## src/rtl/write_control_param.sv

```systemverilog
// -----------------------------------------------------------------------------
// write_control_param
//
// Write-side controller for the asynchronous FIFO. It owns the binary write
// pointer (which addresses the dual-port RAM) and the Gray write pointer
// (which crosses into the read domain). It synchronises the read domain's
// Gray pointer into wr_clk. From that, it derives full, almost-full, the fill
// level and a sticky overflow flag, all in the write domain.
//
// Parameters
//   ADDR_W       RAM address width, depth = 2**ADDR_W       (2..10)
//   SYNC_STAGES  flops in the rd_ptr_gray synchroniser        (2..4)
//   AF_THRESH    f_almost_full asserts when fill >= AF_THRESH (1..2**ADDR_W)
//
// Ports
//   wr_clk        in   write-domain clock, all state on its rising edge
//   reset         in   asynchronous active-high reset of every register
//   wr_en         in   write request from user logic
//   ovf_clr       in   synchronous clear of the overflow flag
//   rd_ptr_gray   in   Gray read pointer from the read domain (async)
//   wr_inc        out  RAM write strobe, wr_en & ~f_full (combinational)
//   b_wr_ptr      out  binary RAM write address
//   MSB_wr_ptr    out  wrap bit of the binary write pointer
//   wr_ptr_gray   out  registered Gray write pointer
//   f_full        out  FIFO full (registered)
//   f_almost_full out  fill level >= AF_THRESH (registered)
//   wr_count      out  fill level seen from the write domain, 0..2**ADDR_W
//   overflow      out  sticky: a write was attempted while full
// -----------------------------------------------------------------------------
module write_control_param #(
  parameter int ADDR_W      = 3,
  parameter int SYNC_STAGES = 2,
  parameter int AF_THRESH   = 6
) (
  input  logic              wr_clk,
  input  logic              reset,
  input  logic              wr_en,
  input  logic              ovf_clr,
  input  logic [ADDR_W:0]   rd_ptr_gray,
  output logic              wr_inc,
  output logic [ADDR_W-1:0] b_wr_ptr,
  output logic              MSB_wr_ptr,
  output logic [ADDR_W:0]   wr_ptr_gray,
  output logic              f_full,
  output logic              f_almost_full,
  output logic [ADDR_W:0]   wr_count,
  output logic              overflow
);

  localparam int PW = ADDR_W + 1;
  localparam logic [ADDR_W:0] AF_LEVEL = PW'(AF_THRESH);

  function automatic logic [ADDR_W:0] bin2gray(input logic [ADDR_W:0] b);
    return b ^ (b >> 1);
  endfunction

  // Each binary bit is the XOR of all Gray bits at or above it.
  function automatic logic [ADDR_W:0] gray2bin(input logic [ADDR_W:0] g);
    logic [ADDR_W:0] b;
    b[ADDR_W] = g[ADDR_W];
    for (int i = ADDR_W - 1; i >= 0; i--) begin
      b[i] = b[i+1] ^ g[i];
    end
    return b;
  endfunction

  // State
  logic [ADDR_W:0] bin_q;
  logic [ADDR_W:0] gray_q;
  logic [ADDR_W:0] sync_q [SYNC_STAGES];
  logic            full_q;
  logic            af_q;
  logic [ADDR_W:0] count_q;
  logic            ovf_q;

  // Next state
  logic [ADDR_W:0] bin_d;
  logic [ADDR_W:0] gray_d;
  logic            full_d;
  logic            af_d;
  logic [ADDR_W:0] count_d;
  logic            ovf_d;

  logic [ADDR_W:0] rq;
  logic [ADDR_W:0] rq_bin;
  logic [ADDR_W:0] full_pattern;
  logic            wr_rejected;

  // The last synchroniser stage is the only view of the read pointer.
  assign rq     = sync_q[SYNC_STAGES-1];
  assign rq_bin = gray2bin(rq);

  assign wr_inc      = wr_en & ~full_q;
  assign wr_rejected = wr_en & full_q;

  // Full is decided on the next pointer value, so it rises on the same edge
  // as the filling write. In Gray code, "write is one lap ahead of read"
  // means the top two bits are inverted and the rest are equal.
  assign full_pattern = {~rq[ADDR_W:ADDR_W-1], rq[ADDR_W-2:0]};

  always_comb begin
    bin_d   = bin_q + {{ADDR_W{1'b0}}, wr_inc};
    gray_d  = bin2gray(bin_d);
    full_d  = (gray_d == full_pattern);
    // Modulo-2**(ADDR_W+1) difference; it never exceeds the depth.
    count_d = bin_d - rq_bin;
    af_d    = (count_d >= AF_LEVEL);
    // When a rejected write and a clear coincide, the set takes priority.
    if (wr_rejected) begin
      ovf_d = 1'b1;
    end else if (ovf_clr) begin
      ovf_d = 1'b0;
    end else begin
      ovf_d = ovf_q;
    end
  end

  always_ff @(posedge wr_clk or posedge reset) begin
    if (reset) begin
      bin_q   <= '0;
      gray_q  <= '0;
      for (int i = 0; i < SYNC_STAGES; i++) begin
        sync_q[i] <= '0;
      end
      full_q  <= 1'b0;
      af_q    <= 1'b0;
      count_q <= '0;
      ovf_q   <= 1'b0;
    end else begin
      bin_q     <= bin_d;
      gray_q    <= gray_d;
      sync_q[0] <= rd_ptr_gray;
      for (int i = 1; i < SYNC_STAGES; i++) begin
        sync_q[i] <= sync_q[i-1];
      end
      full_q  <= full_d;
      af_q    <= af_d;
      count_q <= count_d;
      ovf_q   <= ovf_d;
    end
  end

  assign b_wr_ptr      = bin_q[ADDR_W-1:0];
  assign MSB_wr_ptr    = bin_q[ADDR_W];
  assign wr_ptr_gray   = gray_q;
  assign f_full        = full_q;
  assign f_almost_full = af_q;
  assign wr_count      = count_q;
  assign overflow      = ovf_q;

endmodule

```

## config.mk

```make
export PLATFORM = sky130hd
export DESIGN_NAME = write_control_param
export DESIGN_NICKNAME = d
export VERILOG_FILES = /design/src/rtl/write_control_param.sv
export SDC_FILE = /design/constraint.sdc
export NUM_CORES = 1
export LEC_CHECK = 0
export CELL_PAD_IN_SITES_DETAIL_PLACEMENT = 0
export CELL_PAD_IN_SITES_GLOBAL_PLACEMENT = 1
export CORE_ASPECT_RATIO = 0.6
export CORE_MARGIN = 4
export CORE_UTILIZATION = 37
export DETAILED_ROUTE_END_ITERATION = 10
export HOLD_SLACK_MARGIN = 0.05
export MAX_ROUTING_LAYER = met4
export PLACE_DENSITY_LB_ADDON = 0.1
export REMOVE_ABC_BUFFERS = 1
export SLEW_MARGIN = 15
export SYNTH_ARGS = -nofsm -noshare
export SYNTH_HDL_FRONTEND = slang
export SYNTH_SLANG_ARGS = --single-unit
```

## constraint.sdc

```tcl
create_clock -name wr_clk -period 2.7 [get_ports wr_clk]
set_input_delay 0.54 -clock wr_clk [delete_from_list [all_inputs] [get_ports wr_clk]]
set_output_delay 0.54 -clock wr_clk [all_outputs]
set_load 0.05 [all_outputs]
```

==> out/qor.csv, run 1 <==
stage;metric;value;unit
outcome;status;finished clean;
layout;final core occ;56.4;%
timing;RSZ-0062 raised after global routing;false;
timing;crit share post-route;93.7;%
worst_hold_path;Hold Path Class;flip-flop to flip-flop;
timing;Hold Fails Final Rpt;0;
timing;Min Clock Period, post-route;2530;ps
setup_path;Critical Path RT;2850;ps
floorplanning;Rows;13;
detailed_routing;routed len/inst;11.4;um
job;maximum capacitance violations;0;
yosys;Mapped Area;891;um2
global_route;Global Route Usage Sum;11.4;%
yosys;Post-Syn Area per Cell;14.1;um2
setup_path;reg2reg path depth;7;
clock_network;CTS root buf;clkbuf_8;
floorplanning;Die ar.;3280;um2
layout;# diodes;0;
clock_network;CTS Sinks;22;
clock_network;PostCTS Resize Cnt;0;
layout;Fillers;187;
global_route;first-pass GRT wire length;2.64;mm
yosys;flops & latches, synth;22;
detailed_routing;DRT antenna net count;0;
timing;setup violators final;0;
clock_network;Worst-path clk slew;70;ps
setup_path;crit path kind;primary input to flip-flop;
layout;multi-input logic area;303;um2
detailed_routing;# DRC;0;
global_route;initial antenna violation count;0;
clock_network;total CTS buffers;3;
detailed_routing;Post-Route WL;1.44;mm
timing;Slew Limit Headroom;46.2;%
timing;final setup TNS;0;ps
yosys;Ys Warns;0;
placement;global placer's final weighted congestion;0.759;
detailed_routing;vias per std cell;4.21;
detailed_routing;via count;530;
detailed_routing;1st-pass router iterations;4;
floorplanning;Die X;71.3;um
placement;# port buffers;23;
layout;fin area;1260;um2
layout;fin nets;111;
timing;Worst Tran Pin Value;806;ps
timing;FMAX;395;MHz
clock_network;Clock Tree Buf Depth;2;
layout;Sequential Area;551;um2
global_route;grt ovf;0;
setup_path;CP startpoint kind;primary input;
floorplanning;initial core utilization;40.0;%
setup_path;nature of the critical path endpoint;flip-flop;
layout;area delta synth->final;41.0;%
global_route;number of global-route vias before repair;553;
timing;min setup slack post-route;170;ps
clock_network;H-tree levels;1;
setup_path;critical path arrival;2680;ps
yosys;Syn Inst Count;63;
yosys;post-synthesis cell type count;18;
placement;DP Wirelength;1.16;mm
clock_network;Setup Buffers After CTS;0;
timing;Final Max Tran Viols;0;
placement;Placement Cell Area;1200;um2
setup_path;crit path max fanout;3;
clock_network;worst-skew pair later-pin latency;260;ps
floorplanning;I/O pin cnt;24;
floorplanning;Core ar.;2230;um2
clock_network;hold-fix buffers at CTS;0;
clock_network;TritonCTS clock tree;built;
detailed_routing;initial drt markers;20;
timing;final worst clock skew;1.15;ps
layout;layout cells sized above 1;15.6;%
global_route;largest net degree at the start of global routing;23;
yosys;sequential share of the synthesized area;61.8;%
placement;post-place setup slack;-135;ps
floorplanning;Die H;46.0;um
worst_hold_path;worst hold path depth;0;
==> cells by family after synthesis <==
family | after synthesis | share of synthesized area (%)
simple gates | 8 | 5.20
fa+ha+maj | 6 | 9.27
compound gates | 5 | 3.37
buf+inv | 9 | 4.21
xor+xnor | 13 | 16.2
flops | 22 | 61.8
==> sequential cells by signal (all words and copies together) (netlist names) <==
| signal | cells |
|---|---|
| wr_count | 4 |
| overflow | 1 |
| sync_q | 4 |
| rq | 4 |
| wr_ptr_gray | 3 |
| f_full | 1 |
| f_almost_full | 1 |
| bin_q | 4 |
==> placed cells by master (no fill, tap or decap) <==
master	Yosys	layout
a21o_1	1	1
a21oi_1	1	1
a22oi_1	1	1
buf_4	1	8
clkbuf_8	0	4
clkdlybuf4s50_1	0	22
dfrtp_1	22	22
fa_1	1	1
ha_1	5	5
inv_1	8	8
nand2_1	2	2
nand3_1	2	2
nand3_2	1	1
nor2b_1	1	1
o21ai_0	2	2
or3_1	2	2
xnor2_1	5	5
xor2_1	5	5
xor2_2	2	2
xor3_1	1	1
==> area by class of cell <==
class / count / area share (%)
Sequential cell: 22 / 43.8
Timing Repair Buffer: 30 / 22.3
Clock buffer: 4 / 4.38
Tap cell: 30 / 2.99
Inverter: 8 / 2.39
Multi-Input combinational cell: 32 / 24.1
==> final timing paths <==
kind	slack, ps	startpoint	end
max in group asynchronous	1470	reset	f_almost_full
min	360	sync_q[7]	rq[3]
max	170	wr_en	f_almost_full
min reg2reg	360	sync_q[7]	rq[3]
max reg2reg	560	rq[3]	f_almost_full
min in group asynchronous	730	reset	sync_q[4]
==> cells in the mapped netlist <==
| master | count | area share, % |
|---|---|---|
| a21o_1 | 1 | 0.84 |
| a21oi_1 | 1 | 0.56 |
| a22oi_1 | 1 | 0.84 |
| buf_4 | 1 | 0.84 |
| dfrtp_1 | 22 | 62 |
| fa_1 | 1 | 2.2 |
| ha_1 | 5 | 7.0 |
| inv_1 | 8 | 3.4 |
| nand2_1 | 2 | 0.84 |
| nand3_1 | 2 | 1.1 |
| nand3_2 | 1 | 1.1 |
| nor2b_1 | 1 | 0.70 |
| o21ai_0 | 2 | 1.1 |
| or3_1 | 2 | 1.4 |
| xnor2_1 | 5 | 4.9 |
| xor2_1 | 5 | 4.9 |
| xor2_2 | 2 | 3.7 |
| xor3_1 | 1 | 2.7 |
==> per-stage QoR <==
stage          hold slack [ps]  instances
4_1_cts                    358        126
6_report                   356        126
3_5_place_dp               340        122
5_1_grt                    361        126
2_1_floorplan              331         62
3_3_place_gp               335        122
==> layer usage <==
metal | share of wire (%) | global-route usage [%] | wire, um
met2 | 43 | 16.4 | 616
met1 | 47 | 14.9 | 682
met4 | 0.70 | 2.25 | 10
met5 | 0 | - | 0
met3 | 8.9 | 5.29 | 128
==> worst max-delay path: stages <==
cell,delay [ps]
clkdlybuf4s50_1,410
nor2b_1,150
ha_1,190
ha_1,210
xor2_2,190
ha_1,320
nand2_1,50
o21ai_0,160
xor3_1,280
a21o_1,160
Power of run 1 is left out: the tool's default activity adds up to more than one toggle a clock period on the data nets, which glitch-free logic cannot reach.
==> run 2, diff against run 1 <==
--- a/config.mk
+++ b/config.mk
@@ -7,7 +7,7 @@
 export LEC_CHECK = 0
 export CELL_PAD_IN_SITES_DETAIL_PLACEMENT = 0
 export CELL_PAD_IN_SITES_GLOBAL_PLACEMENT = 1
-export CORE_ASPECT_RATIO = 0.6
+export CORE_ASPECT_RATIO = 0.75
 export CORE_MARGIN = 4
 export CORE_UTILIZATION = 37
 export DETAILED_ROUTE_END_ITERATION = 10
@@ -15,6 +15,7 @@
 export MAX_ROUTING_LAYER = met4
 export PLACE_DENSITY_LB_ADDON = 0.1
 export REMOVE_ABC_BUFFERS = 1
+export SKIP_CTS_REPAIR_TIMING = 1
 export SLEW_MARGIN = 15
 export SYNTH_ARGS = -nofsm -noshare
 export SYNTH_HDL_FRONTEND = slang
==> run 2 against run 1 <==
Compared with the run above:
- die area shrank 0.54%
- routed wire length is 5.3% lower
- cell count up 1.6%
- worst hold slack better by 2.1 ps
- non-clock buffer count is 1 lower
- clock skew rose by 7.1 ps
- critical path depth unchanged
- register-to-register slack worse by 60 ps
- sequential share of layout area grew 0.80 points
- global-route usage decreased by 0.85 points
==> out/qor.csv, run 2 (synthesis results as in run 1) <==
stage;metric;value;unit;change
clock_network;TritonCTS clock tree;built;;
setup_path;crit path kind;primary input to flip-flop;;
floorplanning;Core ar.;2290;um2;+2.8%
timing;Hold Fails Final Rpt;0;;unchanged
global_route;number of global-route vias before repair;552;;-0.18%
layout;fin nets;110;;-0.90%
setup_path;Critical Path RT;2900;ps;+50 ps
layout;final core occ;53.9;%;-2.5 points
floorplanning;Die H;50.5;um;+9.7%
floorplanning;I/O pin cnt;24;;unchanged
layout;# diodes;0;;unchanged
timing;Slew Limit Headroom;45.2;%;-1.1 points
global_route;largest net degree at the start of global routing;23;;unchanged
timing;FMAX;395;MHz;about the same
placement;# port buffers;23;;unchanged
global_route;Global Route Usage Sum;10.6;%;-0.85 points
setup_path;Slowest cell on crit path;clkdlybuf4s50_1;;
floorplanning;Die ar.;3270;um2;-0.54%
clock_network;CTS Sinks;22;;unchanged
detailed_routing;routed len/inst;10.6;um;-6.8%
placement;placed cell count;125;;+2.5%
global_route;initial antenna violation count;0;;unchanged
detailed_routing;initial drt markers;14;;-30%
detailed_routing;vias per std cell;4.18;;-0.63%
detailed_routing;DRT antenna net count;0;;unchanged
detailed_routing;via count;535;;+0.94%
layout;Fillers;215;;+15%
detailed_routing;1st-pass router iterations;3;;-1
clock_network;total CTS buffers;3;;unchanged
layout;Non-Filler Instances;128;;+1.6%
global_route;first-pass GRT wire length;2.48;mm;-6.2%
setup_path;nature of the critical path endpoint;flip-flop;;
timing;Worst Tran Pin Value;822;ps;+16.0 ps
placement;post-place setup slack;-137;ps;-1.61 ps
timing;final setup TNS;0;ps;unchanged
clock_network;H-tree levels;1;;unchanged
detailed_routing;# DRC;0;;unchanged
timing;Min Clock Period, post-route;2530;ps;+2.23 ps
timing;crit share post-route;93.8;%;about the same
timing;Final Max Tran Viols;0;;unchanged
setup_path;delay-heaviest family, CP;adder cells;;
layout;most frequent cells in the layout;dfrtp_1 (22), clkdlybuf4s50_1 (22), inv_1 (8), buf_4 (6);;
timing;min setup slack post-route;168;ps;-2.23 ps
floorplanning;initial core utilization;38.9;%;-1.1 points
setup_path;reg-to-reg slack, setup;500;ps;-60 ps
setup_path;CP startpoint kind;primary input;;
layout;layout cells sized above 1;13.8;%;-1.8 points
worst_hold_path;Hold Path Class;flip-flop to flip-flop;;
setup_path;Top cell by count, worst path;ha_1;;
timing;RSZ-0062 raised after global routing;false;;
detailed_routing;Post-Route WL;1.36;mm;-5.3%
setup_path;Buf/Inv on CP;1;;unchanged
layout;area delta synth->final;38.5;%;
setup_path;crit path max fanout;3;;unchanged
floorplanning;Rows;15;;+2
clock_network;Clock Tree Buf Depth;2;;unchanged
setup_path;Worst path max stage delay;410;ps;about the same
timing;final worst clock skew;8.23;ps;+7.08 ps
floorplanning;Die X;64.7;um;-9.4%
clock_network;CTS root buf;clkbuf_4;;
placement;DP Wirelength;1.05;mm;-9.8%
setup_path;CP cell instances;clkdlybuf4s50_1 > nor2b_1 > ha_1 > ha_1 > xor2_2 > ha_1 > nand2_1 > o21ai_0 > xor3_1 > a21o_1;;
outcome;status;finished clean;;
setup_path;critical path arrival;2730;ps;+50 ps
clock_network;worst-skew pair later-pin latency;300;ps;+40 ps
job;maximum capacitance violations;0;;unchanged
timing;setup violators final;0;;unchanged
global_route;grt ovf;0;;unchanged
clock_network;Worst-path clk slew;100;ps;+30 ps
placement;global placer's final weighted congestion;0.800;;+5.4%
==> run 2: cell types whose count changed in the layout (fill, tap and decap cells not counted), sizes merged <==
cell / change
buf: -1
clkbuf: -1
==> run 2: metal layers <==
layer  vias to the layer above  track usage [%]  share of wire (%)
li1                        261                -                  -
met4                         0             3.16               0.66
met3                         2             4.92                7.5
met5                         -                -                  0
met2                        17             16.1                 44
met1                       255             12.7                 47
==> run 2: worst paths after layout <==
path | startpoint | endpoint | depth (start not counted)
setup / recovery | wr_en | f_almost_full | 10
hold / removal | sync_q[4] | rq[0] | 0
setup reg to reg | f_full | f_almost_full | 9
hold reg to reg | sync_q[4] | rq[0] | 0
max in group asynchronous | reset | wr_count[0] | 2
min in group asynchronous | reset | wr_count[1] | 2
==> run 2: final cells by class <==
type | count | area, um2 | share of cell area (%)
Clock buffer | 3 | 22.5 | 1.83
Sequential cell | 22 | 551 | 44.6
Timing Repair Buffer | 29 | 285 | 23.1
Inverter | 8 | 30.0 | 2.43
Multi-Input combinational cell | 32 | 303 | 24.5
Tap cell | 34 | 42.5 | 3.45
==> run 2: metrics by stage <==
step           hold slack, ps  area, um2
6_report                  358       1230
3_5_place_dp              337       1210
4_1_cts                   362       1230
3_3_place_gp              333       1210
5_1_grt                   371       1230
2_1_floorplan             331        883
==> run 2: worst reg2reg max path, cell delays in order, from the launching register on <==
cell     delay (ps)
dfrtp_1         390
nor2b_1          70
ha_1            190
ha_1            210
xor2_2          190
ha_1            330
nand2_1          60
o21ai_0         200
xor3_1          280
a21o_1          170
Power of run 2 is left out for the same reason.
==> run 3, diff against run 2 <==
--- a/config.mk
+++ b/config.mk
@@ -10,11 +10,13 @@
 export CORE_ASPECT_RATIO = 0.75
 export CORE_MARGIN = 4
 export CORE_UTILIZATION = 37
+export CTS_CLUSTER_SIZE = 12
 export DETAILED_ROUTE_END_ITERATION = 10
 export HOLD_SLACK_MARGIN = 0.05
 export MAX_ROUTING_LAYER = met4
 export PLACE_DENSITY_LB_ADDON = 0.1
 export REMOVE_ABC_BUFFERS = 1
+export SETUP_SLACK_MARGIN = 0.5
 export SKIP_CTS_REPAIR_TIMING = 1
 export SLEW_MARGIN = 15
 export SYNTH_ARGS = -nofsm -noshare
==> run 3 against run 2 <==
Compared with the run above:
- sequential share of layout area down 3.1 points
- register-to-register slack better by 60 ps
- die area did not move
- global-route usage did not move
- largest cell class unchanged
==> out/qor.csv, run 3 (synthesis results as in run 1) <==
stage;metric;value;unit;change
setup_path;Worst R2R End;f_almost_full;;
global_route;first-pass GRT wire length;2.48;mm;unchanged
detailed_routing;# DRC;0;;unchanged
floorplanning;Die ar.;3270;um2;unchanged
setup_path;crit path max fanout;4;;+1
floorplanning;Die X;64.7;um;unchanged
detailed_routing;via count;553;;+3.4%
layout;fin nets;111;;+0.91%
setup_path;CP startpoint kind;flip-flop;;
timing;Hold Fails Final Rpt;0;;unchanged
outcome;status;finished clean;;
layout;area delta synth->final;48.9;%;
global_route;largest net degree at the start of global routing;23;;unchanged
setup_path;Levels on crit path;7;;-3
setup_path;reg-to-reg slack, setup;560;ps;+60 ps
layout;layout cells sized above 1;23.2;%;+9.3 points
clock_network;Worst-path clk slew;100;ps;about the same
clock_network;CTS Sinks;22;;unchanged
layout;most frequent cells in the layout;dfrtp_1 (22), clkdlybuf4s50_1 (20), inv_1 (8), buf_4 (6);;
timing;RSZ-0062 raised after global routing;true;;
clock_network;CTS root buf;clkbuf_4;;
timing;Min Clock Period, post-route;2140;ps;-391 ps
setup_path;critical path arrival;2340;ps;-390 ps
clock_network;worst-skew pair later-pin latency;310;ps;about the same
timing;setup violators final;0;;unchanged
setup_path;crit path kind;flip-flop to flip-flop;;
setup_path;Worst path max stage delay;440;ps;+30 ps
detailed_routing;1st-pass router iterations;2;;-1
timing;Slew Limit Headroom;46.0;%;+0.81 points
layout;# diodes;0;;unchanged
setup_path;delay-heaviest family, CP;XOR/XNOR gates;;
detailed_routing;DRT antenna net count;0;;unchanged
setup_path;Critical R2R Launch;rq[3];;
detailed_routing;routed len/inst;10.9;um;+2.7%
floorplanning;I/O pin cnt;24;;unchanged
timing;FMAX;467;MHz;+18%
setup_path;reg2reg path depth;7;;-2
floorplanning;Rows;15;;unchanged
clock_network;TritonCTS clock tree;built;;
clock_network;Clock Tree Buf Depth;2;;unchanged
setup_path;CP cell instances;xnor2_2 > xor2_2 > xnor2_1 > ha_1 > fa_1 > xnor2_1 > a21o_1;;
placement;global placer's final weighted congestion;0.800;;unchanged
floorplanning;Die H;50.5;um;unchanged
setup_path;Buf/Inv on CP;0;;-1
job;maximum capacitance violations;0;;unchanged
setup_path;CP endpoint;f_almost_full;;
setup_path;Worst Setup SP;rq[3];;
detailed_routing;vias per std cell;4.29;;+2.6%
detailed_routing;Post-Route WL;1.41;mm;+3.5%
global_route;number of global-route vias before repair;552;;unchanged
layout;final core occ;57.9;%;+4.0 points
clock_network;H-tree levels;1;;unchanged
worst_hold_path;Hold Path Class;flip-flop to flip-flop;;
clock_network;total CTS buffers;3;;unchanged
setup_path;Top cell by count, worst path;xnor2_1;;
timing;final worst clock skew;13.6;ps;+5.35 ps
placement;# port buffers;23;;unchanged
timing;Final Max Tran Viols;0;;unchanged
timing;crit share post-route;79.3;%;-14 points
global_route;grt ovf;0;;unchanged
global_route;Global Route Usage Sum;10.6;%;unchanged
layout;commonest non-fill, non-tap cell in the layout;dfrtp_1;;
setup_path;nature of the critical path endpoint;flip-flop;;
setup_path;Critical Path RT;2900;ps;about the same
floorplanning;Core ar.;2290;um2;unchanged
detailed_routing;initial drt markers;14;;unchanged
placement;DP Wirelength;1.05;mm;unchanged
setup_path;Slowest cell on crit path;dfrtp_1;;
floorplanning;initial core utilization;38.9;%;unchanged
global_route;initial antenna violation count;0;;unchanged
timing;Worst Tran Pin Value;809;ps;-12.2 ps
-- run 3: layer usage --
| layer | GRT usage [%] | part of all wire (%) | vias to the layer above |
|---|---|---|---|
| li1 | - | - | 265 |
| met1 | 12.7 | 46 | 267 |
| met2 | 16.1 | 46 | 19 |
| met3 | 4.92 | 7.7 | 2 |
| met4 | 3.16 | 0.57 | 0 |
| met5 | - | 0 | - |
-- run 3: metrics by stage --
step           hold WS [ps]  cells  cell area, um2  TNS (ps)  setup WS, ps
4_1_cts                 362    128            1230         0           167
6_report                358    129            1330         0           560
3_3_place_gp            333    125            1210      -177          -157
2_1_floorplan           331     62             883     -1070          -469
5_1_grt                 371    129            1330         0           428
3_5_place_dp            337    125            1210      -137          -137
-- run 3: worst min path at each step --
stage,slack (ps),from,depth (start not counted),end
floorplan,330,sync_q[4],0,rq[0]
finish,360,sync_q[4],0,rq[0]
global placement,330,sync_q[4],0,rq[0]
detailed placement,340,sync_q[4],0,rq[0]
CTS,360,sync_q[4],0,rq[0]
global route,370,sync_q[4],0,rq[0]
-- run 3: final cells by class --
| class | count | area [um2] |
|---|---|---|
| tap | 34 | 42.5 |
| inverter | 8 | 30.0 |
| fill | 201 | 963 |
| multi-input combinational | 32 | 379 |
| sequential | 22 | 551 |
| timing repair buffer | 30 | 302 |
| clock buffer | 3 | 22.5 |
Power of run 3 is left out for the same reason.
